**src/rtl/board_io_pkg.sv**
```systemverilog
// Board-level I/O constants shared by the debouncer, the counter and the top level.
package board_io_pkg;

   localparam int unsigned CLK_HZ       = 125000000;
   localparam int unsigned DEBOUNCE_MS  = 10;

   // Stable cycles needed before a new input level is accepted (10 ms at 125 MHz).
   localparam int unsigned DEBOUNCE_CYCLES_DEF = (CLK_HZ / 1000) * DEBOUNCE_MS;

   // Channel mapping: two slide switches followed by four push buttons.
   localparam int unsigned N_CH_DEF  = 6;
   localparam int unsigned CH_SW_RST = 0;
   localparam int unsigned CH_SW_DIR = 1;
   localparam int unsigned CH_BTN0   = 2;
   localparam int unsigned CH_BTN1   = 3;
   localparam int unsigned CH_BTN2   = 4;
   localparam int unsigned CH_BTN3   = 5;

endpackage

```
**src/rtl/debounce_channel.sv**
```systemverilog
// One input channel: 2-flop synchronizer, stability counter and edge pulses.
module debounce_channel
   import board_io_pkg::*;
#(
   parameter int unsigned DEBOUNCE_CYCLES = DEBOUNCE_CYCLES_DEF
) (
   input  logic clk,
   input  logic rst,
   input  logic raw,
   output logic level,
   output logic rise,
   output logic fall
);

   localparam int unsigned CNT_W = $clog2(DEBOUNCE_CYCLES);
   localparam logic [CNT_W-1:0] CNT_MAX = CNT_W'(DEBOUNCE_CYCLES - 1);

   logic             sync1;
   logic             sync2;
   logic [CNT_W-1:0] cnt;

   // Synchronize, count consecutive mismatch cycles, accept once the count reaches its maximum.
   always_ff @(posedge clk) begin
      if (rst) begin
         sync1 <= 1'b0;
         sync2 <= 1'b0;
         cnt   <= '0;
         level <= 1'b0;
         rise  <= 1'b0;
         fall  <= 1'b0;
      end else begin
         sync1 <= raw;
         sync2 <= sync1;
         rise  <= 1'b0;
         fall  <= 1'b0;
         if (sync2 == level) begin
            // Any glitch that ends before acceptance is forgotten here.
            cnt <= '0;
         end else if (cnt == CNT_MAX) begin
            level <= sync2;
            cnt   <= '0;
            rise  <= sync2;
            fall  <= ~sync2;
         end else begin
            cnt <= cnt + CNT_W'(1);
         end
      end
   end

endmodule

```
**src/rtl/input_debouncer.sv**
```systemverilog
// Replicates one debounce channel per raw switch/button input.
module input_debouncer
   import board_io_pkg::*;
#(
   parameter int unsigned N_CH            = N_CH_DEF,
   parameter int unsigned DEBOUNCE_CYCLES = DEBOUNCE_CYCLES_DEF
) (
   input  logic            clk,
   input  logic            rst,
   input  logic [N_CH-1:0] raw_in,
   output logic [N_CH-1:0] level_out,
   output logic [N_CH-1:0] rise_pulse,
   output logic [N_CH-1:0] fall_pulse
);

   // Independent channels, one per input bit.
   for (genvar i = 0; i < int'(N_CH); i++) begin : g_ch
      debounce_channel #(
         .DEBOUNCE_CYCLES (DEBOUNCE_CYCLES)
      ) u_ch (
         .clk   (clk),
         .rst   (rst),
         .raw   (raw_in[i]),
         .level (level_out[i]),
         .rise  (rise_pulse[i]),
         .fall  (fall_pulse[i])
      );
   end

endmodule

```
**config.mk**
```make
export PLATFORM = sky130hd
export DESIGN_NAME = input_debouncer
export DESIGN_NICKNAME = d
export VERILOG_FILES = /design/src/rtl/board_io_pkg.sv /design/src/rtl/debounce_channel.sv /design/src/rtl/input_debouncer.sv
export SDC_FILE = /design/constraint.sdc
export NUM_CORES = 1
export LEC_CHECK = 0
export BUFFER_PORTS_ARGS = -buffer_cell sky130_fd_sc_hd__buf_2
export CORE_AREA = 3 3 94 163
export DETAILED_ROUTE_END_ITERATION = 16
export DIE_AREA = 0 0 97 166
export GPL_TIMING_DRIVEN = 0
export PLACE_DENSITY_LB_ADDON = 0.12
export SYNTH_ARGS = -nofsm -noshare
export SYNTH_HDL_FRONTEND = slang
export SYNTH_HIERARCHICAL = 1
export SYNTH_SLANG_ARGS = --single-unit
```
**constraint.sdc**
```tcl
create_clock -name clk -period 2.2 [get_ports clk]
set_clock_uncertainty 0.2 [all_clocks]
set_input_delay 0.44 -clock clk [delete_from_list [all_inputs] [get_ports clk]]
set_output_delay 0.44 -clock clk [all_outputs]
set_load 0.02 [all_outputs]
```
Word level (Yosys, flattened, before mapping)
Index checks and enable logic that the tools add are counted.
- bits in registers: 156
- output and inout bits: 18
- reduce and logical (&&, ||, !) cells: 18
- bitwise gates (word level): 18
- equality and inequality tests: 12
- add/sub/neg operators: 6
- operators with widths (cell ; number):
    21-bit by 1-bit adder with 21-bit output (second input constant) ; 6
    21-bit equality test (second input constant) ; 6
    3-bit OR reduction ; 12
    1-bit inverter ; 18
    2-bit AND reduction ; 6
    1-bit equality test ; 6

Depth between registers and ports, before layout
Gate-level depths: netlist of the first run.
- depth in word-level cells: 3
- depth in mapped cells: 6
- depth with buffers taken out: 5

Modules after synthesis
The synthesis of the first run kept the hierarchy.
- by module, submodules not included (module ; times used ; area an instance (um2) ; cells an instance ; sequential area each (um2)):
    debounce_channel (g_ch[0].u_ch ...) ; 5 ; 1164.9 ; 131 ; 520.5
    debounce_channel (g_ch[5].u_ch) ; 1 ; 1157.4 ; 127 ; 520.5

Worst setup path after synthesis of the first run
Ideal clock, no wire load.
- path type: register to register
- from: reg g_ch[0].u_ch.cnt[8]
- to: reg g_ch[0].u_ch.cnt[8]
- path buffers: 2
- stages on the path, launching flop included: 7
- arrival: 1.854 ns
- setup slack: 0.031 ns
- clock period less this slack: 2.169 ns
- library setup time: 0.115 ns
- cells stage by stage: dfxtp_1 > buf_6 > or4_4 > or4_4 > o21ai_4 > buf_6 > nor2_1
- longest elaborated chain between the ends: 2
- elaborated cells on any way between the ends: 3
- classes of those cells: 1 x add/sub; 1 x eq/ne; 1 x reduce/logical
- RTL lines (element ; line ; RTL):
    start: declaration ; debounce_channel.sv:20 ; logic [CNT_W-1:0] cnt;
    start signal: assignment ; debounce_channel.sv:45 ; cnt <= cnt + CNT_W'(1);
    parallel branches: the longest is 2 deep, another holds 21-bit by 1-bit adder with 21-bit output ; -- ;
Parallel ways; which one is timed is not known.
A chain may end at the register's enable or synchronous reset.

Final worst setup path of the first run
- from: reg g_ch[1].u_ch.cnt[13]
- to: reg g_ch[1].u_ch.cnt[20]
- longest elaborated chain between the ends: 2
- elaborated cells on any way between the ends: 3
- classes of those cells: 1 x add/sub; 1 x eq/ne; 1 x reduce/logical
- RTL lines (element ; line):
    start: declaration ; debounce_channel.sv:20
    start signal: assignment ; debounce_channel.sv:45
    parallel branches: the longest is 2 deep, another holds 21-bit by 1-bit adder with 21-bit output ; --
Parallel ways; which one is timed is not known.

==> results.yml, run 1 <==
final_layout:
  syn_to_final_growth_pct: 17.6
  num_antenna_cells: 0
  stdcell_area_um2: 8210
  nNetsFinal: 860
  drive_above_1_share: 0.168
  instances_no_fill: 1036
synth:
  synth.avg_cell_area_um2: 8.93
  netlist_instances: 782
  syn_area_um2: 6980
  yosys_warnings: 6
  ys_seq_area_frac: 0.447
  synth.distinct_cells: 40
  synth-edff-count: 0
  syn_nets: 796
  async_reset_ff_frac: 0
  synthFlopType: "dfxtp_1"
  ys_seq_elements: 156
grt:
  grt_first_pass_wirelength_mm: 26.4
  grt.met1_usage: 0.196
  grt_pass1_vias: 5968
  grt_max_degree: 37
  overflow: 0
  use_met2: 0.368
  grt.total_usage: 0.193
  top_usage_layer: "met2"
  antenna_found_initial: 0
  met3_usage: 0.0416
sta:
  fmax_mhz: 445
  period_needed_ns: 2.25
  rsz0062_at_grt: "true"
  worstMarginPinSlew_ns: 0.647
  setup_viol: 18
  timing.final.crit_share: 1.02
  timing.final.ws_setup_ns: -0.0454
  final_max_slew_viol_count: 0
  hold_viol_final: 0
  setup_tns_ns: -0.466
  slew-limit-headroom: 0.569
setup_path:
  timing_worst_setup_path_type: "reg2reg"
  critPathLaunchType: "flip-flop"
  crit_buf_inv: 1
  crit_fanout: 5
  cpMostUsedCell: "or4_4"
  arrival_ns: 2.34
  critical_path_required_ns: 2.30
  crit_path_cell_trace: "or4_4 > or4_4 > o21ai_4 > buf_6 > a21oi_2"
  cp_slowest_cell: "or4_4"
  crit_family: "simple AND/OR/NAND/NOR gates"
  end_kind: "flip-flop"
  max_stage_delay_ns: 0.55
die:
  num_rows: 57
  die-width_um: 97
  core_area_um2: 14000
  io_pins: 26
  die_area_um2: 16100
  die_h_um: 166
  start_util: 0.497
route:
  vias: 5960
  avgViaCountPerCell: 5.75
  drt_iter0_markers: 246
  routed_wl_mm: 15.4
  drt-pass1-iter-count: 4
  antenna_left: 0
  drc: 0
  wl_per_cell_um: 14.9
clocking:
  clockBufferDepth: 2
  clk_pin_slew_ns: 0.07
  clk-insertion-delay-late_ns: 0.42
  cts-htree-levels: 4
  cts_tree: "yes"
  cts.sinks: 156
  cts_hold_buffers: 0
  cts-buffers-inserted: 17
  cts_root_buf: "clkbuf_16"
placement:
  io_buffer_count: 25
  dpl.hpwl_mm: 11.0
  routabilityCongestion: 0.835
  post-place-cells: 984
  post_dp_cell_area_um2: 7330
run_status:
  failed_checks: "negative setup slack"
  status: "finished, violations left"
pwr:
  p_clk_frac: 0.506
  p_int_mw: 4.69
  p_leak_nw: 2.78
  vdd_drop_max_mv: 0.431
  p_switching_mw: 1.22
  seq_power_share: 0.481
  switching_share: 0.207
  combPwrFrac: 0.013
  cellPowerDensity_nw_per_um2: 720
min_path:
  hp-class: "in2reg"
job:
  drv_cap: 0
cell usage in the layout, fill, tap and decap left out, types with 29 or more instances in the layout:
| cell | instances |
|---|---|
| xor2_1 | 52 |
| nor2_1 | 97 |
| dfxtp_1 | 144 |
| xnor2_1 | 29 |
| nand4_1 | 51 |
| nand3_1 | 47 |
| nand2_1 | 47 |
| o21ai_0 | 29 |
| a21oi_1 | 38 |
metrics by stage:
step           hold slack (ns)  setup slack [ns]  utilization  power (mW)
3_5_place_dp             0.224            -0.136        0.522        2.97
4_1_cts                0.00923           -0.0195        0.573        5.98
5_1_grt                 0.0472           -0.0764        0.584        6.13
3_3_place_gp             0.223            -0.118        0.522        2.97
2_1_floorplan            0.214            0.0314            -        2.94
6_report                0.0308           -0.0454        0.584        5.91
worst reg2reg max path, delay by kind of cell, from the launching register on:
| kind | cells | cell delay, ns |
|---|---|---|
| buffers and inverters | 1 | 0.18 |
| AOI/OAI and AO/OA | 2 | 0.30 |
| DFF | 1 | 0.36 |
| and+or+nand+nor | 2 | 1.09 |
layout make-up:
class / instances / area [um2]
clock buffers: 19 / 443
repair buffers: 45 / 322
flip-flops and latches: 156 / 3150
plain buffers: 24 / 173
inverters: 1 / 3.75
multi-input cells: 601 / 3730
fillers: 1244 / 5840
clock inverters: 13 / 166
well taps: 177 / 221
per-layer routing:
layer / wire [um] / vias to the layer above
li1: - / 2952
met3: 380 / 34
met5: 0 / -
met1: 6050 / 2879
met4: 438 / 0
met2: 8560 / 95
state kept, by name, indices dropped and copies added (netlist names):
| register | cells |
|---|---|
| g_ch.u_ch/sync1 | 6 |
| g_ch.u_ch/fall | 6 |
| g_ch.u_ch/level | 6 |
| g_ch.u_ch/rise | 6 |
| g_ch.u_ch/sync2 | 6 |
| g_ch.u_ch/cnt | 126 |
Yosys cell counts (all sizes together), types with 5 or more instances:
| cell type | n | area, um2 |
|---|---|---|
| xnor2 | 29 | 254 |
| ha | 6 | 75.1 |
| or4 | 25 | 229 |
| a21oi | 44 | 224 |
| nand2b | 12 | 75.1 |
| o31ai | 9 | 67.6 |
| nand3 | 47 | 235 |
| xor2 | 52 | 455 |
| and2 | 12 | 75.1 |
| nor2 | 102 | 383 |
| o21ai | 35 | 231 |
| nand2 | 48 | 180 |
| or3 | 23 | 145 |
| nor3 | 24 | 120 |
| buf | 14 | 135 |
| clkbuf | 10 | 37.5 |
| dfxtp | 156 | 3120 |
| and4 | 22 | 195 |
| and3 | 29 | 183 |
| nor2b | 12 | 75.1 |
| nand4 | 52 | 340 |
| or3b | 5 | 43.8 |
| nor4 | 7 | 43.8 |
power groups by stage:
stage	sequential (mW)	clock, mW	combinational (mW)
CTS	2.85	3.07	0.0712
finish	2.84	2.99	0.0777
global route	2.84	3.20	0.0860
global placement	2.91	0	0.0599
floorplan	2.91	0	0.0358
detailed placement	2.91	0	0.0613
kinds of logic after synthesis:
family,share of synthesized area
compound gates,0.0774
buf+inv,0.0253
simple gates,0.338
xor+xnor,0.102
fa+ha+maj,0.0108
flops,0.447
timing repair:
action | 4_1_cts | 5_1_grt
endpoints found under the setup margin | 50 | 95
pin swaps | 5 | 16
setup buffers | 11 | 5
gates cloned | 1 | 3
resized for setup | 2 | 43
path summary, 6_finish.rpt:
kind | startpoint | end | slack, ns | cells after the start
setup / recovery | g_ch[1].u_ch/cnt[13] | g_ch[1].u_ch/cnt[20] | -0.05 | 5
hold / removal | raw_in[1] | g_ch[1].u_ch/sync1 | 0.03 | 2
setup reg to reg | g_ch[1].u_ch/cnt[13] | g_ch[1].u_ch/cnt[20] | -0.05 | 5
hold reg to reg | g_ch[3].u_ch/sync1 | g_ch[3].u_ch/sync2 | 0.24 | 1
Power figures use the tool's default switching activity.
==> run 2: changes to the inputs <==
Settings changed: SKIP_LAST_GASP set to 1.
==> results.yml, run 2 (same netlist as run 1, synthesis figures left out) <==
setup_path:
  critical_path_required_ns: 2.29
  critPathLaunchType: "flip-flop"
  crit_fanout: 5
  reg2reg_depth: 5
  crit_path_cell_trace: "or4_4 > or4_4 > o21ai_4 > buf_6 > a21oi_2"
  cp_slowest_cell: "or4_4"
  cpMostUsedCell: "or4_4"
  crit_family: "simple AND/OR/NAND/NOR gates"
  crit_buf_inv: 1
  max_stage_delay_ns: 0.55
  end_kind: "flip-flop"
  path_depth: 5
  arrival_ns: 2.34
  timing_worst_setup_path_type: "reg2reg"
grt:
  antenna_found_initial: 0
  grt_max_degree: 37
  grt_first_pass_wirelength_mm: 26.4
  grt.total_usage: 0.193
  overflow: 0
  grt_pass1_vias: 5968
route:
  drt-pass1-iter-count: 4
  drt_iter0_markers: 257
  avgViaCountPerCell: 5.73
  vias: 5934
  wl_per_cell_um: 14.9
  drc: 0
  routed_wl_mm: 15.4
  antenna_left: 0
sta:
  hold_slack_ns: 0.0289
  rsz0062_at_grt: "true"
  timing.final.crit_share: 1.02
  setup_viol: 18
  hold_viol_final: 0
  slew-limit-headroom: 0.561
  worstMarginPinSlew_ns: 0.658
  final_max_slew_viol_count: 0
  timing.final.ws_setup_ns: -0.0473
  fmax_mhz: 445
  setup_tns_ns: -0.480
  period_needed_ns: 2.25
final_layout:
  largest_reg_flops: 126
  nNetsFinal: 860
  top_register: "g_ch.u_ch/cnt"
  num_antenna_cells: 0
  drive_above_1_share: 0.168
  syn_to_final_growth_pct: 17.5
  stdcell_area_um2: 8210
  final_cell_mix: "dfxtp_1 (144), nor2_1 (97), xor2_1 (52), nand4_1 (51)"
  final_common_cell: "dfxtp_1"
die:
  die_area_um2: 16100
  num_rows: 57
  die_h_um: 166
  start_util: 0.497
  core_area_um2: 14000
  io_pins: 26
  die-width_um: 97
clocking:
  cts.sinks: 156
  clk-insertion-delay-late_ns: 0.42
  cts-buffers-inserted: 17
  cts_root_buf: "clkbuf_16"
  clockBufferDepth: 2
  cts_tree: "yes"
  cts-htree-levels: 4
  clk_pin_slew_ns: 0.07
job:
  drv_cap: 0
pwr:
  p_switching_mw: 1.22
  seq_power_share: 0.481
  p_int_mw: 4.69
  vdd_drop_max_mv: 0.429
  combPwrFrac: 0.013
  switching_share: 0.206
  p_leak_nw: 2.78
  cellPowerDensity_nw_per_um2: 720
  p_clk_frac: 0.506
placement:
  post_dp_cell_area_um2: 7330
  dpl.hpwl_mm: 11.0
  routabilityCongestion: 0.835
  io_buffer_count: 25
  post-place-ws_ns: -0.136
run_status:
  status: "finished, violations left"
  failed_checks: "negative setup slack"
min_path:
  hp-class: "in2reg"
  min_path_cells: 2
## run 2: cell count changes in the layout (fill, tap and decap cells not counted)
cell,before,now
or3b_2,4,5
or3b_4,1,0
## run 2: area by class of cell
| type | instances | area (um2) |
|---|---|---|
| fill | 1245 | 5840 |
| multi-input combinational | 601 | 3730 |
| sequential | 156 | 3150 |
| clock buffer | 19 | 443 |
| timing repair buffer | 45 | 322 |
| tap | 177 | 221 |
| buffer | 24 | 173 |
| clock inverter | 13 | 166 |
| inverter | 1 | 3.75 |
## run 2: worst reg2reg max path, delay by kind of cell, from the launching register on
family	cells	cell delay (ns)
buffers and inverters	1	0.18
DFF	1	0.36
and+or+nand+nor	2	1.09
AOI/OAI and AO/OA	2	0.30
## run 2: final timing paths
kind | startpoint | endpoint | slack, ns
worst min-delay path | raw_in[1] | g_ch[1].u_ch/sync1 | 0.03
worst min register to register | g_ch[3].u_ch/sync1 | g_ch[3].u_ch/sync2 | 0.24
worst max-delay path | g_ch[1].u_ch/cnt[13] | g_ch[1].u_ch/cnt[20] | -0.05
worst max register to register | g_ch[1].u_ch/cnt[13] | g_ch[1].u_ch/cnt[20] | -0.05
## run 2: metrics by stage
stage               cells  power (mW)  utilization
floorplan             782        2.94            -
global placement      984        2.97        0.522
detailed placement    984        2.97        0.522
CTS                  1028        5.98        0.573
global route         1036        6.13        0.584
finish               1036        5.91        0.584
## run 2: power by group through the flow
stage	Combinational [mW]	Clock, mW	Sequential [mW]
global placement	0.0599	0	2.91
global route	0.0860	3.20	2.84
floorplan	0.0358	0	2.91
finish	0.0779	2.99	2.84
CTS	0.0712	3.07	2.85
detailed placement	0.0613	0	2.91
## run 2: repair_timing
| item | in CTS | in global routing |
|---|---|---|
| setup buffers | 11 | 5 |
| setup endpoints to repair | 50 | 95 |
| gates resized for setup | 2 | 42 |
| cloned | 1 | 3 |
| hold buffers | 0 | 0 |
| pin swaps | 5 | 16 |
## run 2: routing by layer
layer / routed length, um / track usage / up-vias
li1: - / - / 2954
met1: 6080 / 0.196 / 2861
met2: 8570 / 0.368 / 87
met3: 348 / 0.0416 / 32
met4: 430 / 0.0886 / 0
met5: 0 / 0 / -
